## config.mk

```make
export PLATFORM = sky130hd
export DESIGN_NAME = add_sub_mux8
export DESIGN_NICKNAME = d
export VERILOG_FILES = /design/src/rtl/add_sub_mux8.sv
export SDC_FILE = /design/constraint.sdc
export NUM_CORES = 1
export LEC_CHECK = 0
export BUFFER_PORTS_ARGS = -buffer_cell sky130_fd_sc_hd__clkbuf_2
export CORE_AREA = 2 2 39 41
export DETAILED_ROUTE_END_ITERATION = 16
export DIE_AREA = 0 0 41 43
export GPL_ROUTABILITY_DRIVEN = 1
export PLACE_DENSITY = 0.32
export SETUP_SLACK_MARGIN = 0.5
export SLEW_MARGIN = 5
export SYNTH_ARGS = -nofsm -noshare
export SYNTH_HDL_FRONTEND = slang
export SYNTH_SLANG_ARGS = --single-unit
```

## constraint.sdc

```tcl
create_clock -name clk -period 2.4 [get_ports clk]
set_clock_uncertainty 0.15 [all_clocks]
set_input_delay 0.48 -clock clk [delete_from_list [all_inputs] [get_ports clk]]
set_output_delay 0.48 -clock clk [all_outputs]
set_load 0.02 [all_outputs]
```

## src/rtl/add_sub_mux8.sv

```systemverilog
// Registered ripple ALU slice: add/subtract full-adder chain feeding an 8:1
// result mux, with the result and MSB carry captured every clock.

module add_sub #(
  parameter int WIDTH = 1
) (
  input  logic [WIDTH-1:0] a,
  input  logic [WIDTH-1:0] b,
  input  logic             cin,
  input  logic             sub,
  output logic [WIDTH-1:0] sum,
  output logic             cout
);

  logic [WIDTH:0]   c;
  logic [WIDTH-1:0] b_eff;

  // NOTE: every output of a combinational block is given a default first so
  // no path leaves it unassigned, which would otherwise infer a latch.
  always_comb begin
    c     = '0;
    sum   = '0;
    b_eff = b ^ {WIDTH{sub}};
    c[0]  = cin;
    for (int i = 0; i < WIDTH; i++) begin
      sum[i]   = a[i] ^ b_eff[i] ^ c[i];
      c[i+1]   = (a[i] & b_eff[i]) | (a[i] & c[i]) | (b_eff[i] & c[i]);
    end
    cout = c[WIDTH];
  end

endmodule

module mux8_1 #(
  parameter int WIDTH = 1
) (
  input  logic [2:0]       sel,
  input  logic [WIDTH-1:0] d0,
  input  logic [WIDTH-1:0] d1,
  input  logic [WIDTH-1:0] d2,
  input  logic [WIDTH-1:0] d3,
  input  logic [WIDTH-1:0] d4,
  input  logic [WIDTH-1:0] d5,
  input  logic [WIDTH-1:0] d6,
  input  logic [WIDTH-1:0] d7,
  output logic [WIDTH-1:0] y
);

  always_comb begin
    y = '0;
    case (sel)
      3'd0:    y = d0;
      3'd1:    y = d1;
      3'd2:    y = d2;
      3'd3:    y = d3;
      3'd4:    y = d4;
      3'd5:    y = d5;
      3'd6:    y = d6;
      default: y = d7;
    endcase
  end

endmodule

module add_sub_mux8 #(
  parameter int WIDTH = 1
) (
  input  logic             clk,
  input  logic             reset,
  input  logic [WIDTH-1:0] a,
  input  logic [WIDTH-1:0] b,
  input  logic             cin,
  input  logic [2:0]       sel,
  output logic [WIDTH-1:0] ri,
  output logic             cout
);

  logic [WIDTH-1:0] sum;
  logic             carry;
  logic [WIDTH-1:0] result;

  // The adder always sees sel[0] as its subtract control, so cout tracks the
  // adder even when the mux selects a logic op or a reserved code.
  add_sub #(.WIDTH(WIDTH)) u_add_sub (
    .a    (a),
    .b    (b),
    .cin  (cin),
    .sub  (sel[0]),
    .sum  (sum),
    .cout (carry)
  );

  // Logic ops use raw b; reserved codes 001 and 111 yield zero.
  mux8_1 #(.WIDTH(WIDTH)) u_mux (
    .sel (sel),
    .d0  (b),
    .d1  ('0),
    .d2  (sum),
    .d3  (sum),
    .d4  (a & b),
    .d5  (a | b),
    .d6  (a ^ b),
    .d7  ('0),
    .y   (result)
  );

  // NOTE: registers are updated with non-blocking assignments so every flop
  // samples pre-edge values regardless of statement order.
  always_ff @(posedge clk) begin
    if (reset) begin
      ri   <= '0;
      cout <= 1'b0;
    end else begin
      ri   <= result;
      cout <= carry;
    end
  end

endmodule

```

# After elaboration in Yosys (flattened, before gate mapping)
# Cells that the tools add are included.
# word_totals
regBits	2
latchBits	0
mem_bits_rw	0
mem_bits_ro	0
word_cells	21
n_memories	0
# classes
add_sub_neg	0
multipliers	0
n_div	0
order_cmp	0
n_eq_ne	5
n_shift	0
n_mux	1
bitwise_logic	11
reduce_logical	2
# op_table
op	n
$eq 3x3->1 const B	3
$eq 3x2->1 const B	2
$pmux 1 s5	1
$and 1x1->1	4
$xor 1x1->1	4
$logic_not 3->1	1
$or 1x1->1	3
$reduce_or 2->1	1

# Depth between registers and ports, before layout
# depth
ltp_word	4
mapped_depth	5

# Modules after synthesis
# A second synthesis with hierarchy kept.
# unflattened
cells_unflattened	19
area_unflattened_um2	200.2
# by_module_without_submodules
mod	n_inst	cells_per_inst	area_per_inst_um2	seq_area_each_um2
add_sub_mux8	1	10	92.6	40.0
mux8_1	1	3	63.8	0.0
add_sub	1	6	43.8	0.0

# Worst setup path before layout
# OpenSTA, ideal clock, no wires.
# synth_path
path_type	input to register
from	input sel[0]
to	register ri
setup_ps	88
t_arrival_ps	1423
path_slack_ps	739
stages	5
path_buffers	0
path_cell_list	xor2_1 > fa_1 > a21oi_1 > o31a_2 > a311oi_2
# synth_between
elab_chain_cells	4
elab_cells_between_ends	11
cone_classes	eq/ne (5); mux (1); bitwise (3); reduce/logical (2)
# synth_lines
element	line	text
from (decl)	73	input logic [2:0] sel,
$xor 1x1->1	23	b_eff = b ^ {WIDTH{sub}};
$xor 1x1->1 (2 in a row)	26	sum[i] = a[i] ^ b_eff[i] ^ c[i];
$pmux 1 s5 (*)	51	case (sel)
to (signal assigned)	114	ri <= result;
to (decl)	74	output logic [WIDTH-1:0] ri,
# Mark *: on every way between the ends. The rest lies on a longest branch, timed or not.
# A chain may end at the register's enable or synchronous reset.

# Worst setup path in the final report
# Ends and elaborated chain as after synthesis.

==> impl_metrics.ini <==
[run_status]
status = complete, no violations

[floorplanning]
ios = 10
fp.dieArea_um2 = 1763
die_h_um = 43
die_w_um = 41
num_rows = 14
core_area_um2 = 1384
start_util_pct = 11.93

[pwr]
power_frac_comb_pct = 22.7
clockPowerShare_pct = 51.7
p_total_mw = 0.1439
swShare_pct = 25.44
power.leakage_nw = 0.1247
peakVddDrop_v = 0.00006268
pwr-share-seq_pct = 25.6
p_sw_mw = 0.03661
cellPowerDensity_nw_per_um2 = 569.4
p_int_mw = 0.1073

[layout]
nets = 41
layoutNonFillerInstCount = 44
n_fill_cell = 158
syn_to_final_growth_pct = 53.03
diodes = 0
fin_util_pct = 18.26
layout-drive-gt1-share_pct = 50.00
fin_area_um2 = 252.7

[worst_setup_path]
worst_setup_path_start_kind = input pin
worstPathArrival_ns = 1.61
crit_fanout = 5
end_kind = flip-flop
path_class = in2reg
required_ns = 2.39

[drt]
drt_wl_total_um = 336
wire_per_inst_um = 7.636
num_vias = 149
ant_nets = 0
drt_iter0_markers = 1
firstDrtPassIters = 4
drt-vias-per-instance = 3.386
drc = 0

[logic_synthesis]
seq_area_frac_synth_pct = 24.24
synth_fp_nets = 27
synth_top_area_cell = dfxtp_1
synth_top_area_share_pct = 24.24
ys_seq_elements = 2
avgSynthCellArea_um2 = 10.32
synth_area_leaders = dfxtp_1, ha_1, fa_1
yosysWarnings = 0
synth_area_um2 = 165.2
synthCells = 16
ys_types = 12

[job]
maxCapViolCount = 0

[clocking]
cts.sinks = 2
cts_resized = 0
htree_levels = 1
cts_setup_buffers = 0
clk_pin_slew_ns = 0.03
ctsHoldBuffers = 0
cts-buffers-inserted = 3
cts_tree = done
cts_root_buffer = clkbuf_4
cts_buffer_depth = 2

[worst_hold_path]
min_path_type = in2reg
hold_path_startpoint = reset
whs_path_depth = 2
holdPathEnd = ri

[timing]
fin_setup_tns_ns = 0
rsz0062_at_grt = false
post-route-period-util_pct = 67.37
fmax_mhz = 618.4
period_minus_slack_ns = 1.617
relSlewSlack_pct = 88.24
whs_ns = 0.2915
hold_viol_final = 0
worst_slew_pin_slew_ns = 0.1763
setup_violations = 0
finalMaxSlewViolations = 0
worst_slack_ns = 0.7830

[place]
dpl_worst_slack_ns = 0.5417
dp_cells = 41
finalWeightedCongestion = 0.5704
place_area_um2 = 230.2
port-buffer-count = 9

[global_route]
grt_max_degree = 6
grt_overflow_total = 0
grt.busiest_layer = met1
use_met2_pct = 4.375
grt.met3_usage_pct = 1.571
track_usage_pct = 4.509
gr-usage-met1_pct = 6.070
grt_pass1_vias = 139
grt_first_pass_wirelength_um = 483
antenna_found_initial = 0
kinds of logic after synthesis:
logic type	Yosys count	share of synthesized area (%)
AOI/OAI and AO/OA	4	22.72
buffers and inverters	2	4.547
DFF	2	24.24
adders and majority gates	3	27.27
xor gates and xnor gates	1	5.304
and+or+nand+nor	4	15.91
cell usage in the layout (no fill, tap or decap), types with 2 or more instances in the layout:
master / n
nand2b_1: 2
inv_1: 2
clkbuf_4: 3
ha_1: 2
clkbuf_2: 9
dfxtp_1: 2
final cells by class:
cell class / instances / area (um^2) / area share [%]
clock buffer: 3 / 22.52 / 8.911
timing repair buffer: 9 / 45.04 / 17.82
multi-input combinational: 12 / 117.6 / 46.53
tap: 16 / 20.02 / 7.921
sequential: 2 / 40.04 / 15.84
inverter: 2 / 7.507 / 2.970
worst max-delay path by stage:
stage | from | end | cells past startpoint
after floorplan | sel[0] | ri | 5
after global placement | sel[0] | ri | 6
after detailed placement | sel[0] | ri | 6
after CTS | sel[0] | ri | 6
after global routing | sel[0] | ri | 6
final | sel[0] | ri | 6
cells in the mapped netlist:
master and n:
a21o_1 1, a21oi_1 1, a311oi_2 1, dfxtp_1 2
fa_1 1, ha_1 2, inv_1 2, nand2b_1 2
nand3b_1 1, nor2b_1 1, o31a_2 1, xor2_1 1
worst max-delay path: stages:
cell	delay, ns
clkbuf_2	0.12
xor2_1	0.17
fa_1	0.49
a21oi_1	0.06
o31a_2	0.11
a311oi_2	0.17
layer usage:
layer / up-vias / wire, um
met2: 9 / 124
met3: 0 / 19
met5: - / 0
met1: 61 / 193
met4: 0 / 0
li1: 79 / -
power groups by stage:
stage	clock [mW]	combinational [mW]	sequential [mW]
after floorplan	0	0.0141	0.0411
after global placement	0	0.0334	0.0374
after detailed placement	0	0.0330	0.0373
after CTS	0.0786	0.0333	0.0369
after global routing	0.0803	0.0371	0.0374
final	0.0743	0.0327	0.0369
state kept, by name, summed over array words and instances, names as in the netlist:
| signal | cells |
|---|---|
| cout | 1 |
| ri | 1 |
No activity file was read; power rests on OpenSTA's default activity.
